$ cat src/rtl/io_peer.sv
// ---------------------------------------------------------------------------
// io_peer
//   Byte-wide mailbox between a processor using a four-phase handshake and a
//   host using FIFO-style push/pop strobes.
//     TX FIFO : host -> processor (host pushes, processor read pops)
//     RX FIFO : processor -> host (processor write pushes, host pops)
//
// Ports
//   g_clk, g_clr     clock (rising edge) / asynchronous active-low reset
//   hs_out, rd_wr    processor request strobe and direction (1 = read)
//   bus_out          processor write data
//   hs_in            acknowledge to the processor (registered)
//   bus_in           registered read data, holds until the next read
//   ext_int          registered data-available interrupt
//   tx_wr, tx_data   host push into TX; tx_full / tx_count status
//   rx_rd, rx_data   host pop from RX (rx_data is show-ahead head);
//                    rx_empty / rx_count status
//   dbg_state        current handshake state (0 = IDLE, 1 = ACK)
//
// Processor handshake (valid/ready contract):
//   The processor raises hs_out with rd_wr (and bus_out for writes) stable.
//   The block accepts in IDLE only when the FIFO can serve the request
//   (RX not full for a write, TX not empty for a read), transfers exactly
//   one byte on that edge and raises hs_in. hs_in then holds until hs_out
//   is sampled low; rd_wr/bus_out are ignored meanwhile.
// ---------------------------------------------------------------------------
module io_peer #(
    parameter int DEPTH = 4
) (
    input  logic                   g_clk,
    input  logic                   g_clr,
    input  logic                   hs_out,
    input  logic [7:0]             bus_out,
    input  logic                   rd_wr,
    output logic                   hs_in,
    output logic [7:0]             bus_in,
    output logic                   ext_int,
    input  logic                   tx_wr,
    input  logic [7:0]             tx_data,
    output logic                   tx_full,
    output logic [$clog2(DEPTH):0] tx_count,
    input  logic                   rx_rd,
    output logic [7:0]             rx_data,
    output logic                   rx_empty,
    output logic [$clog2(DEPTH):0] rx_count,
    output logic                   dbg_state
);

    localparam int AW = $clog2(DEPTH);
    localparam logic [AW:0] CNT_FULL = DEPTH[AW:0];

    typedef enum logic {
        ST_IDLE = 1'b0,
        ST_ACK  = 1'b1
    } state_e;

    state_e          state_q, state_d;
    logic            hs_in_q, hs_in_d;
    logic [7:0]      bus_in_q, bus_in_d;
    logic            ext_int_q, ext_int_d;

    logic [7:0]      tx_mem [DEPTH];
    logic [AW-1:0]   tx_wr_ptr_q, tx_wr_ptr_d;
    logic [AW-1:0]   tx_rd_ptr_q, tx_rd_ptr_d;
    logic [AW:0]     tx_count_q, tx_count_d;

    logic [7:0]      rx_mem [DEPTH];
    logic [AW-1:0]   rx_wr_ptr_q, rx_wr_ptr_d;
    logic [AW-1:0]   rx_rd_ptr_q, rx_rd_ptr_d;
    logic [AW:0]     rx_count_q, rx_count_d;

    logic            tx_push, tx_pop, rx_push, rx_pop;

    always_comb begin
        state_d  = state_q;
        hs_in_d  = hs_in_q;
        bus_in_d = bus_in_q;
        tx_pop   = 1'b0;
        rx_push  = 1'b0;

        case (state_q)
            ST_IDLE: begin
                if (hs_out) begin
                    if (rd_wr) begin
                        if (tx_count_q != '0) begin
                            tx_pop   = 1'b1;
                            bus_in_d = tx_mem[tx_rd_ptr_q];
                            hs_in_d  = 1'b1;
                            state_d  = ST_ACK;
                        end
                    end else if (rx_count_q != CNT_FULL) begin
                        rx_push = 1'b1;
                        hs_in_d = 1'b1;
                        state_d = ST_ACK;
                    end
                end
            end
            ST_ACK: begin
                if (!hs_out) begin
                    hs_in_d = 1'b0;
                    state_d = ST_IDLE;
                end
            end
            default: begin
                state_d = ST_IDLE;
                hs_in_d = 1'b0;
            end
        endcase

        // A full TX FIFO still accepts a push when the processor pops it on
        // the same edge. RX pushes are gated by the processor side above.
        tx_push = tx_wr && ((tx_count_q != CNT_FULL) || tx_pop);
        rx_pop  = rx_rd && (rx_count_q != '0);

        tx_wr_ptr_d = tx_push ? tx_wr_ptr_q + 1'b1 : tx_wr_ptr_q;
        tx_rd_ptr_d = tx_pop  ? tx_rd_ptr_q + 1'b1 : tx_rd_ptr_q;
        rx_wr_ptr_d = rx_push ? rx_wr_ptr_q + 1'b1 : rx_wr_ptr_q;
        rx_rd_ptr_d = rx_pop  ? rx_rd_ptr_q + 1'b1 : rx_rd_ptr_q;

        case ({tx_push, tx_pop})
            2'b10:   tx_count_d = tx_count_q + 1'b1;
            2'b01:   tx_count_d = tx_count_q - 1'b1;
            default: tx_count_d = tx_count_q;
        endcase

        case ({rx_push, rx_pop})
            2'b10:   rx_count_d = rx_count_q + 1'b1;
            2'b01:   rx_count_d = rx_count_q - 1'b1;
            default: rx_count_d = rx_count_q;
        endcase

        // Interrupt reflects the TX count seen on the previous edge and is
        // held low for every cycle the handshake sits in ACK.
        ext_int_d = (tx_count_q != '0) && (state_d == ST_IDLE);
    end

    always_ff @(posedge g_clk or negedge g_clr) begin
        if (!g_clr) begin
            state_q     <= ST_IDLE;
            hs_in_q     <= 1'b0;
            bus_in_q    <= 8'h00;
            ext_int_q   <= 1'b0;
            tx_wr_ptr_q <= '0;
            tx_rd_ptr_q <= '0;
            tx_count_q  <= '0;
            rx_wr_ptr_q <= '0;
            rx_rd_ptr_q <= '0;
            rx_count_q  <= '0;
        end else begin
            state_q     <= state_d;
            hs_in_q     <= hs_in_d;
            bus_in_q    <= bus_in_d;
            ext_int_q   <= ext_int_d;
            tx_wr_ptr_q <= tx_wr_ptr_d;
            tx_rd_ptr_q <= tx_rd_ptr_d;
            tx_count_q  <= tx_count_d;
            rx_wr_ptr_q <= rx_wr_ptr_d;
            rx_rd_ptr_q <= rx_rd_ptr_d;
            rx_count_q  <= rx_count_d;
        end
    end

    // Storage arrays are not reset; only the pointers define validity.
    always_ff @(posedge g_clk) begin
        if (tx_push) begin
            tx_mem[tx_wr_ptr_q] <= tx_data;
        end
        if (rx_push) begin
            rx_mem[rx_wr_ptr_q] <= bus_out;
        end
    end

    assign hs_in     = hs_in_q;
    assign bus_in    = bus_in_q;
    assign ext_int   = ext_int_q;
    assign tx_count  = tx_count_q;
    assign rx_count  = rx_count_q;
    assign tx_full   = (tx_count_q == CNT_FULL);
    assign rx_empty  = (rx_count_q == '0);
    assign rx_data   = rx_mem[rx_rd_ptr_q];
    assign dbg_state = state_q;

endmodule

$ cat config.mk
export PLATFORM = sky130hd
export DESIGN_NAME = io_peer
export DESIGN_NICKNAME = d
export VERILOG_FILES = /design/src/rtl/io_peer.sv
export SDC_FILE = /design/constraint.sdc
export NUM_CORES = 1
export LEC_CHECK = 0
export ABC_AREA = 1
export ABC_CLOCK_PERIOD_IN_PS = 2690
export CELL_PAD_IN_SITES_DETAIL_PLACEMENT = 0
export CELL_PAD_IN_SITES_GLOBAL_PLACEMENT = 1
export CORE_ASPECT_RATIO = 1.1
export CORE_MARGIN = 8
export CORE_UTILIZATION = 47
export CTS_CLUSTER_SIZE = 30
export DETAILED_ROUTE_END_ITERATION = 16
export PLACE_DENSITY_LB_ADDON = 0.1
export SETUP_SLACK_MARGIN = 0.4
export SYNTH_ARGS = -nofsm -noshare
export SYNTH_HDL_FRONTEND = slang
export SYNTH_SLANG_ARGS = --single-unit
$ cat constraint.sdc
create_clock -name g_clk -period 2.69 [get_ports g_clk]
set_input_delay 0.538 -clock g_clk [delete_from_list [all_inputs] [get_ports g_clk]]
set_output_delay 0.538 -clock g_clk [all_outputs]
set_load 0.01 [all_outputs]
=== Word level (Yosys, flattened, before mapping) ===
Memories as Yosys holds them, arrays and structs flattened. A register that Yosys moved wholly into a read port is not among the register bits.
Index checks and enable logic that the tools add are counted.

* Register bits after elaboration: 17
* Memory bits (writable): 64
* Input bits: 22
* Word-level logic and storage cells: 68
* Output and inout bits: 27
* Memories kept: 2

{| class="wikitable"
|+ Memories
! memory !! words !! width !! rd ports !! clocked after Yosys merged registers in !! write ports !! RTL line !! RTL
|-
| rx_mem || 4 || 8 || 1 || 0 || 1 || 67 || <nowiki>logic [7:0] rx_mem [DEPTH];</nowiki>
|-
| tx_mem || 4 || 8 || 1 || 1 || 1 || 62 || <nowiki>logic [7:0] tx_mem [DEPTH];</nowiki>
|}

* Bitwise operators: 2
* Multiplexer cells: 24
* Reductions and logical operators: 12
* Eq/ne operators: 11
* $add $sub $neg: 8

{| class="wikitable"
|+ Operator list
! kind !! count
|-
| 1-bit 2-to-1 mux || 20
|-
| 3-bit != test, second input constant || 4
|-
| 3-bit case mux with 2 select lines || 2
|-
| 2-bit by 1-bit adder with 2-bit output, second input constant || 4
|-
| 4-bit AND reduction || 2
|-
| 3-bit by 1-bit adder with 3-bit output, second input constant || 2
|-
| 3-bit nonzero test || 2
|-
| 3-bit by 1-bit subtractor with 3-bit output, second input constant || 2
|-
| 2-bit by 1-bit equality test with 1-bit output, second input constant || 2
|-
| 2-bit equality test, second input constant || 2
|-
| 2-bit != test, second input constant || 2
|-
| 1-bit case mux with 2 select lines || 2
|-
| 2-bit nonzero test || 2
|-
| 3-bit equality test, second input constant || 1
|-
| 1-bit logical AND || 3
|-
| 3-bit logical NOT || 1
|-
| 1-bit NOT || 2
|-
| 1-bit logical NOT || 1
|-
| 1-bit logical OR || 1
|}

=== Depth between registers and ports, before layout ===
Gate-level depths: netlist (run 1).

* Depth in word-level cells: 9
* Gate-level depth with buffers: 12
* Mapped depth without buffers: 12

=== Worst setup path after synthesis (run 1) ===
No wires, ideal clock.

* Kind: input to register
* Start: in rd_wr
* End: reg tx_count_q[2] (netlist: tx_count[2])
* Library setup time: 0.124 ns
* Setup slack: 0.813 ns
* Data arrival time: 1.753 ns
* Required time: 2.566 ns
* Buffers on the path: 0
* Stages: 10
* Cell sequence: nand3_1 -> inv_1 -> nand2_4 -> inv_2 -> ha_1 -> inv_1 -> fa_1 -> nand2_1 -> nand3b_1 -> xor2_1

* Cells in the longest elaborated chain, start to end: 7
* Elaborated cells on any way between the ends: 9
* Classes of those cells: eq/ne: 2; mux: 4; reduce/logical: 3

{| class="wikitable"
|+ Ends and longest elaborated chain
! element !! RTL line !! RTL
|-
| from (decl) || 34 || <nowiki>input logic rd_wr,</nowiki>
|-
| 1-bit 2-to-1 mux * || 84 || <nowiki>if (rd_wr) begin</nowiki>
|-
| 1-bit 2-to-1 mux * || 83 || <nowiki>if (hs_out) begin</nowiki>
|-
| 1-bit 2-to-1 mux * || 81 || <nowiki>case (state_q)</nowiki>
|-
| via tx_pop || 72 || <nowiki>logic tx_push, tx_pop, rx_push, rx_pop;</nowiki>
|-
| 1-bit logical OR || 112 || <nowiki>tx_push = tx_wr && ((tx_count_q != CNT_FULL) || tx_pop);</nowiki>
|-
| 1-bit logical AND || 112 ||
|-
| 2-bit by 1-bit equality test with 1-bit output or 2-bit equality test (tied branches) || 120 || <nowiki>case ({tx_push, tx_pop})</nowiki>
|-
| 3-bit case mux with 2 select lines or 2-bit nonzero test (tied branches) || - ||
|-
| to (signal assigned) || 156 || <nowiki>tx_count_q <= tx_count_d;</nowiki>
|-
| to (decl) || 65 || <nowiki>logic [AW:0] tx_count_q, tx_count_d;</nowiki>
|}

Mark *: on every way through the listed nets, which the timed path passes. The rest lies on a longest branch.
A chain may end at the register's enable or synchronous reset.

=== Worst setup path in the final report (run 1) ===
* Start: in hs_out
* End: reg tx_count_q[2] (netlist: tx_count[2])

* Cells in the longest elaborated chain, start to end: 6
* Elaborated cells on any way between the ends: 8
* Classes of those cells: eq/ne: 2; mux: 3; reduce/logical: 3

{| class="wikitable"
|+ Ends and longest elaborated chain
! element !! RTL line !! RTL
|-
| from (decl) || 32 || <nowiki>input logic hs_out,</nowiki>
|-
| 1-bit 2-to-1 mux * || 83 ||
|-
| 1-bit 2-to-1 mux * || 81 ||
|-
| 1-bit logical OR || 112 ||
|-
| 1-bit logical AND || 112 ||
|-
| 2-bit by 1-bit equality test with 1-bit output or 2-bit equality test (tied branches) || 120 ||
|-
| 3-bit case mux with 2 select lines or 2-bit nonzero test (tied branches) || - ||
|}

Every way passes the cells marked *; elsewhere a longest branch is shown, timed or not.

==> impl_metrics.toml, run 1 <==
[pwr]
p_int_mw = 3.029
leakagePower_nw = 2.098
p_sw_frac = 0.3581
combPwrFrac = 0.372
p_sw_mw = 1.690
power_density_nw_per_um2 = 990.9
ir_worst_vdd_mv = 0.4365
seq_power_share = 0.435
clkPwrFrac = 0.193
finalPower_mw = 4.719

[routing]
met2_length_microns = 3954
wl_per_cell_microns = 13.42
avgViaCountPerCell = 4.656
vias = 2528
initialDrtViolationCount = 72
routed_wl_microns = 7285
drc = 0
routedLengthMet1_microns = 2879
drtPass1Iterations = 4
wl_met3_microns = 345
topRoutingLayerUsed = "met4"
ant_nets = 0

[timing]
setup_viol = 0
fin_crit_sh = 0.7946
finalHoldViolCount = 0
worst_slew_pin_slew_ns = 0.7389
setup_tns_ns = 0
max_freq_mhz = 467.8
fin_crit_ns = 2.138
rsz0062_at_grt = "false"
drv_slew = 0
skew_ns = 0.01097
relSlewSlack = 0.5074
setup_slack_ns = 0.5525

[logic_synthesis]
synth_area_sq_um = 3889
syn_avg_cell_area_sq_um = 10.83
yosys_warnings = 0
yosysSeqAreaShare = 0.6551
yosys.area.top_type_share = 0.4942
synth.distinct_cells = 26
ys_top_cells_by_area = "edfxtp_1 (49%), dfrtp_1 (16%), nand2_1 (8.1%)"
synth_nets = 393
synthCells = 359
synth_top_area_cell = "edfxtp_1"
ys_ff_latch = 89

[critical_path]
slowest_stage = "clkdlybuf4s50_1"
worstPathMaxFanout = 7
crit_chain = "clkdlybuf4s50_1, nand3_1, nand3_1, nand2_2, ha_1, inv_1, fa_1, nand2_1, nand3b_1, xor2_1"
slowest_delay_ns = 0.46
crit_start = "hs_out"
cp.arrival_ns = 2.38
rr_startpoint = "tx_count[1]$_DFFE_PN0P_"
critical_path_class = "in -> reg"
crit_top_cell = "nand3_1"
startpoint_type = "input port"
worstPathRequired_ns = 2.93
crit_path_end_kind = "flip-flop"

[placement]
dp_cells = 523
dp_hpwl_microns = 5000
io_buffers = 48
pre_cts_slack_ns = 0.1772
gp_congestion = 0.7719

[clock_tree]
clock_path_buffers = 2
hold_buffers = 0
root_buffer = "clkbuf_8"
cts_buffers = 9
htreeDepth = 3
cts_tree = "yes"
path_clk_slew_ns = 0.09
worstSkewPairLatency_ns = 0.35
clock_sinks = 89

[final_layout]
antenna_cells = 0
fin_cells = 543
drive_gt1_frac = 0.1065
num-fill-cells = 741
area_delta_synth_final_pct = 22.46
layout.nets = 461

[die]
coreArea_sq_um = 8189
ios = 49
die_h_microns = 111.4
die_w_microns = 102.7
initial_core_util = 0.4749
dieArea_sq_um = 11440
row_count = 35

[global_routing]
grt_pass1_wl_microns = 11830
antenna_found_initial = 0
grt-ovfl-total = 0
grt_start_max_net_pins = 26
grt_usage = 0.1364
grt_pass1_vias = 2473

[worst_hold_path]
min-delay-start = "bus_in[2]$_DFFE_PN0P_"
hp-class = "reg -> reg"

[run_status]
outcome = "finished clean"

[job]
maxCapViolations = 0
-- flip-flops by register name (all words and copies together) (netlist names) --
signal and cells:
rx_rd_ptr_q 2, tx_rd_ptr_q 2, bus_in 8, rx_mem 32, ext_int 1, hs_in 1, dbg_state 1, tx_wr_ptr_q 2
rx_count 3, rx_wr_ptr_q 2, tx_mem 32, tx_count 3
-- power groups by stage --
stage	Combinational (mW)	Clock (mW)	Sequential, mW
after floorplan	1.11	0	2.02
after global placement	1.76	0	2.09
after detailed placement	1.79	0	2.08
after CTS	1.80	0.940	2.05
after global routing	2.00	0.989	2.10
final	1.76	0.911	2.05
-- layout make-up --
cell class                 instances  area (sq um)  share of cell area
sequential                        89          2550              0.5355
multi-input combinational        194          1006              0.2112
timing repair buffer              65         598.1              0.1256
inverter                          68         267.8             0.05623
tap                              111         138.9             0.02916
clock buffer                       9         123.9             0.02601
clock inverter                     7         77.57             0.01629
-- synth_stat cells, drive strengths merged --
| library cell | count |
|---|---|
| o22ai | 8 |
| nor3 | 1 |
| xor2 | 4 |
| xnor2 | 3 |
| buf | 8 |
| nand2 | 87 |
| dfrtp | 25 |
| nand3 | 26 |
| nor2 | 28 |
| nand4 | 1 |
| ha | 10 |
| edfxtp | 64 |
| fa | 2 |
| o21ai | 22 |
| inv | 68 |
| nand3b | 2 |
-- through the flow --
step | instance area, sq um | util | hold WS, ns
after floorplan | 3889 | - | 0.2424
after global placement | 4528 | 0.5529 | 0.4662
after detailed placement | 4528 | 0.5529 | 0.4701
after CTS | 4760 | 0.5812 | 0.4924
after global routing | 4762 | 0.5815 | 0.5184
final | 4762 | 0.5815 | 0.4844
-- path summary, 6_finish.rpt --
path                                               to  slack [ns]  cells after the start
max                           tx_count[2]$_DFFE_PN0P_        0.55                     10
min                             bus_in[2]$_DFFE_PN0P_        0.48                      2
max reg2reg                   tx_count[2]$_DFFE_PN0P_        0.71                      9
min reg2reg                     bus_in[2]$_DFFE_PN0P_        0.48                      2
max in group asynchronous  rx_rd_ptr_q[0]$_DFFE_PN0P_        1.85                      2
min in group asynchronous  rx_rd_ptr_q[1]$_DFFE_PN0P_        0.56                      2
-- metal layers --
| layer | vias to the layer above | track usage |
|---|---|---|
| li1 | 1283 | - |
| met1 | 1196 | 0.1498 |
| met2 | 41 | 0.2407 |
| met3 | 8 | 0.03059 |
| met4 | 0 | 0.06176 |
| met5 | - | 0 |
-- logic make-up (layout without fill, tap and decap cells) --
logic type / after synthesis / count (layout) / share of synthesized area
adders and majority gates: 12 / 12 / 0.04247
buffers and inverters: 76 / 149 / 0.08687
AOI/OAI and AO/OA: 30 / 30 / 0.04215
DFF: 89 / 89 / 0.6551
and+or+nand+nor: 145 / 145 / 0.1577
xor gates and xnor gates: 7 / 7 / 0.01577
-- cells in the final DEF, fill, tap and decap left out, types with 8 or more instances in the layout --
cell,netlist,final
nand2_1,84,84
clkbuf_8,0,9
clkdlybuf4s50_1,0,40
edfxtp_1,64,64
inv_1,65,64
ha_1,10,10
nor2_1,27,26
dlygate4sd2_1,0,8
buf_4,1,17
dfrtp_1,25,23
o21ai_0,21,21
nand3_1,25,25
o22ai_1,8,8
-- worst max-delay path: cells and delay by family --
kind	cells	cell delay, ns
adder cells (fa/ha/maj)	2	0.55
AND/OR/NAND/NOR	5	0.61
XOR/XNOR	1	0.14
buffers and inverters	2	0.52
-- what timing repair did --
| action | in CTS | in global routing |
|---|---|---|
| gates cloned | 0 | 0 |
| gates resized for setup | 14 | 1 |
| buffers inserted | 4 | 0 |
| endpoints found under the setup margin | 8 | 1 |
| pin swaps | 0 | 0 |
Power figures use the tool's default switching activity.
==> inputs of run 2 (changes only) <==
- ABC_CLOCK_PERIOD_IN_PS: 2690 -> 1800
- CORE_UTILIZATION: 47 -> 39
- clock period: 2.69 -> 1.8 ns (I/O delays scaled with it)
==> impl_metrics.toml, run 2 (synthesis results as in run 1) <==
[timing]
worst_slew_pin_slew_ns = 0.3810
fin_crit_ns = 1.801
fin_crit_sh = 1.001
finalHoldViolCount = 0
max_freq_mhz = 555.2
rsz0062_at_grt = "true"
setup_viol = 1
worst_hold_slack_ns = 0.3846
setup_tns_ns = -0.001072
drv_slew = 0
relSlewSlack = 0.7460
setup_slack_ns = -0.001072
skew_ns = 0.006714

[routing]
wl_per_cell_microns = 13.77
drtPass1Iterations = 4
initialDrtViolationCount = 70
ant_nets = 0
drc = 0
vias = 2744
routed_wl_microns = 8388
avgViaCountPerCell = 4.506

[clock_tree]
clock_sinks = 89
root_buffer = "clkbuf_8"
worstSkewPairLatency_ns = 0.35
clock_path_buffers = 2
path_clk_slew_ns = 0.09
cts_tree = "yes"
htreeDepth = 3
cts_buffers = 9

[job]
maxCapViolations = 0

[final_layout]
fin_cells = 609
design_area_sq_um = 5662
final_common_cell = "nand2_1"
antenna_cells = 0
postLayoutCoreUtil = 0.5781
area_delta_synth_final_pct = 45.59
drive_gt1_frac = 0.3395
mostFrequentLayoutCells = "nand2_1 (81), edfxtp_1 (64), inv_1 (56)"
layout.nets = 518

[critical_path]
cp.arrival_ns = 1.44
worstPathRequired_ns = 1.44
crit_chain = "buf_6, buf_8, nor2_1, o22ai_2, buf_2"
crit_path_end_kind = "output pin"
worstPathMaxFanout = 6
critical_path_class = "reg -> out"
slowest_stage = "dfrtp_1"
startpoint_type = "flip-flop"
slowest_delay_ns = 0.43

[run_status]
failed_checks = "setup timing"
outcome = "finished with violations"

[pwr]
combPwrFrac = 0.469
power_density_nw_per_um2 = 1540
p_sw_frac = 0.3495
finalPower_mw = 8.716
p_int_mw = 5.670
clkPwrFrac = 0.192
seq_power_share = 0.340
ir_worst_vdd_mv = 0.6670
leakagePower_nw = 2.517
p_sw_mw = 3.047

[global_routing]
grt_start_max_net_pins = 26
grt_pass1_vias = 2790
grt-ovfl-total = 0
grt_pass1_wl_microns = 13880
grt_usage = 0.1312
antenna_found_initial = 0

[placement]
gp_congestion = 0.7264
pre_cts_slack_ns = -0.3203
io_buffers = 48
dp_hpwl_microns = 5446
placed_cell_area_sq_um = 4785
dp_cells = 555

[die]
dieArea_sq_um = 13430
row_count = 38
coreArea_sq_um = 9794
die_w_microns = 111.2
die_h_microns = 120.7
ios = 49
initial_core_util = 0.3970

[worst_hold_path]
hp-class = "in -> async"
-- run 2: changes by cell type in the layout (fill, tap and decap cells not counted), moves of 11 or more --
| cell | delta |
|---|---|
| clkdlybuf4s50_1 | -21 |
| nor2_1 | -13 |
| buf_6 | +40 |
| nor2_4 | +11 |
| o21ai_0 | -13 |
| buf_4 | +16 |
-- run 2: repair_timing --
| action | 4_1_cts | 5_1_grt |
|---|---|---|
| resized for setup | 170 | 36 |
| buffers inserted | 25 | 12 |
| pin swaps | 13 | 19 |
| cloned | 1 | 0 |
| hold buffers | 0 | 0 |
| setup endpoints to repair | 97 | 96 |
-- run 2: final cells by class --
| class | count | area (sq um) |
|---|---|---|
| well taps | 120 | 150.1 |
| clock buffers | 9 | 123.9 |
| fillers | 830 | 4133 |
| clock inverters | 7 | 125.1 |
| inverters | 68 | 270.3 |
| multi-input cells | 194 | 1257 |
| flip-flops and latches | 89 | 2551 |
| repair buffers | 122 | 1184 |
-- run 2: power by group through the flow --
| stage | sequential [mW] | combinational, mW | clock (mW) |
|---|---|---|---|
| 2_1_floorplan | 3.02 | 1.74 | 0 |
| 3_5_place_dp | 3.00 | 3.10 | 0 |
| 3_3_place_gp | 3.00 | 3.06 | 0 |
| 6_report | 2.96 | 4.09 | 1.67 |
| 4_1_cts | 2.95 | 3.78 | 1.74 |
| 5_1_grt | 3.02 | 4.55 | 1.82 |
-- run 2: critical path, delay by kind of cell (launching register included) --
kind,cells,cell delay (ns)
DFF,1,0.43
and+or+nand+nor,1,0.12
AOI/OAI and AO/OA,1,0.10
buffers and inverters,3,0.44
-- run 2: final timing paths --
kind	start	to	slack [ns]	cells past startpoint
setup / recovery	rx_rd_ptr_q[0]$_DFFE_PN0P_	rx_data[3]	-0.001	5
hold / removal	g_clr	tx_rd_ptr_q[0]$_DFFE_PN0P_	0.38	2
setup reg to reg	rx_count[1]$_DFFE_PN0P_	rx_count[2]$_DFFE_PN0P_	-0.001	11
hold reg to reg	bus_in[7]$_DFFE_PN0P_	bus_in[7]$_DFFE_PN0P_	0.49	2
max in group asynchronous	g_clr	tx_count[1]$_DFFE_PN0P_	1.12	2
min in group g_clk	bus_in[7]$_DFFE_PN0P_	bus_in[7]$_DFFE_PN0P_	0.49	2
-- run 2: per-layer routing --
layer / up-vias / share of wire / wire (microns) / global-route usage
li1: 1402 / - / - / -
met1: 1301 / 0.41 / 3435 / 0.1436
met2: 31 / 0.54 / 4544 / 0.2357
met3: 10 / 0.033 / 276 / 0.03021
met4: 0 / 0.016 / 132 / 0.06255
met5: - / 0 / 0 / 0
==> inputs of run 3 (changes only) <==
- CORE_ASPECT_RATIO: 1.1 -> not set
- RECOVER_POWER: not set -> 50
==> impl_metrics.toml, run 3 (synthesis results as in run 1) <==
[run_status]
outcome = "finished clean"

[die]
dieArea_sq_um = 13420
coreArea_sq_um = 9729
die_w_microns = 115.9
die_h_microns = 115.9
initial_core_util = 0.3997
row_count = 36
ios = 49

[critical_path]
crit_path_end_kind = "output pin"
worstPathRequired_ns = 1.44
path_delay_family = "buffers and inverters"
timing.rr.end = "tx_count[2]$_DFFE_PN0P_"
critical_path_buf_inv_count = 3
startpoint_type = "flip-flop"
r2r_slack_ns = 0.10
slowest_stage = "dfrtp_1"
critical_path_class = "reg -> out"
slowest_delay_ns = 0.41
worstPathMaxFanout = 8
ff2ff_path_depth = 9
rr_startpoint = "tx_count[1]$_DFFE_PN0P_"
cp.arrival_ns = 1.40
crit_chain = "buf_4, inv_4, nor2_1, o22ai_1, buf_2"

[global_routing]
gr-usage-met2 = 0.2462
grt_pass1_wl_microns = 13790
antenna_found_initial = 0
grt-ovfl-total = 0
grt.busiest_layer = "met2"
grt_usage = 0.1339
grtUsageMet3 = 0.02866
grt_start_max_net_pins = 26
grt_pass1_vias = 2767
grt_use_met1 = 0.1449

[clock_tree]
root_buffer = "clkbuf_8"
worstSkewPairLatency_ns = 0.35
cts_tree = "yes"
htreeDepth = 3
clock_path_buffers = 2
clock_sinks = 89
path_clk_slew_ns = 0.09
cts_buffers = 9

[final_layout]
area_delta_synth_final_pct = 41.28
mostFrequentLayoutCells = "nand2_1 (79), edfxtp_1 (64), inv_1 (56)"
final_common_cell = "nand2_1"
antenna_cells = 0
layout.nets = 512
seqCellArea_sq_um = 2551
drive_gt1_frac = 0.3147
num-fill-cells = 850
multiInputGateArea_sq_um = 1220

[routing]
vias = 2706
wl_per_cell_microns = 13.73
routed_wl_microns = 8457
ant_nets = 0
initialDrtViolationCount = 103
drtPass1Iterations = 5
avgViaCountPerCell = 4.393
drc = 0

[pwr]
leakagePower_nw = 2.439
ir_worst_vdd_mv = 0.6789
power_density_nw_per_um2 = 1495

[placement]
dp_hpwl_microns = 5340
pre_cts_slack_ns = -0.3215
gp_congestion = 0.7352
io_buffers = 48

[timing]
worst_slew_pin_slew_ns = 0.7369
rsz0062_at_grt = "true"
fin_crit_sh = 0.9757
max_freq_mhz = 569.4
drv_slew = 0
relSlewSlack = 0.5087
setup_viol = 0
worst_hold_slack_ns = 0.4831
skew_ns = 0.01387
fin_crit_ns = 1.756
setup_slack_ns = 0.04379
finalHoldViolCount = 0

[job]
maxCapViolations = 0

[worst_hold_path]
min_path_cells = 2
min-delay-start = "bus_in[3]$_DFFE_PN0P_"
min_to = "bus_in[3]$_DFFE_PN0P_"
hp-class = "reg -> reg"
-- run 3: repair_timing --
item / in CTS / in global routing
setup endpoints to repair: 97 / 93
pin swaps: 14 / 10
gates cloned: 2 / 0
hold buffers: 0 / 0
setup buffers: 22 / 12
gates resized for setup: 137 / 44
-- run 3: worst max path at each step --
stage / depth (start not counted) / slack, ns / endpoint / startpoint
2_1_floorplan: 9 / 0.08 / tx_count[2]$_DFFE_PN0P_ / tx_count[0]$_DFFE_PN0P_
3_3_place_gp: 11 / -0.29 / tx_count[2]$_DFFE_PN0P_ / rd_wr
3_5_place_dp: 12 / -0.32 / rx_count[2]$_DFFE_PN0P_ / hs_out
4_1_cts: 5 / 0.03 / rx_data[5] / rx_rd_ptr_q[0]$_DFFE_PN0P_
5_1_grt: 5 / -0.05 / rx_data[1] / rx_rd_ptr_q[0]$_DFFE_PN0P_
6_report: 5 / 0.04 / rx_data[7] / rx_rd_ptr_q[0]$_DFFE_PN0P_
-- run 3: tightest hold or removal path, stage by stage, from the launching register on --
cell and delay, ns:
dfrtp_1 0.35, nand2_1 0.05, nand2_1 0.05
-- run 3: layout make-up --
cell class	instances	area share
Sequential cell	89	0.4644
Multi-Input combinational cell	194	0.2220
Timing Repair Buffer	115	0.1961
Inverter	68	0.04919
Tap cell	133	0.03029
Clock buffer	11	0.02573
Clock inverter	5	0.01116
Timing Repair inverter	1	0.001139
-- run 3: layer usage --
metal	up-vias	wire, microns	part of all wire
met5	-	0	0
met4	0	133	0.016
met3	8	338	0.040
met2	46	4560	0.54
met1	1263	3426	0.41
li1	1389	-	-
-- run 3: through the flow --
| stage | instances | instance area (sq um) | setup TNS (ns) | power [mW] | utilization |
|---|---|---|---|---|---|
| 2_1_floorplan | 359 | 3961 | 0 | 4.768 | - |
| 3_3_place_gp | 564 | 4808 | -9.939 | 6.049 | 0.4942 |
| 3_5_place_dp | 564 | 4808 | -11.48 | 6.097 | 0.4942 |
| 4_1_cts | 604 | 5293 | 0 | 7.945 | 0.5440 |
| 5_1_grt | 616 | 5494 | -0.2631 | 8.829 | 0.5647 |
| 6_report | 616 | 5494 | 0 | 8.211 | 0.5647 |
-- run 3: report_power, final --
part | total (mW) | switching, mW | internal, mW | leakage (nW)
logic | 3.88 | 2.00 | 1.88 | 1.45
clock network | 1.38 | 0.687 | 0.693 | 0.105
registers | 2.95 | 0.276 | 2.67 | 0.882
total | 8.21 | 2.96 | 5.25 | 2.44
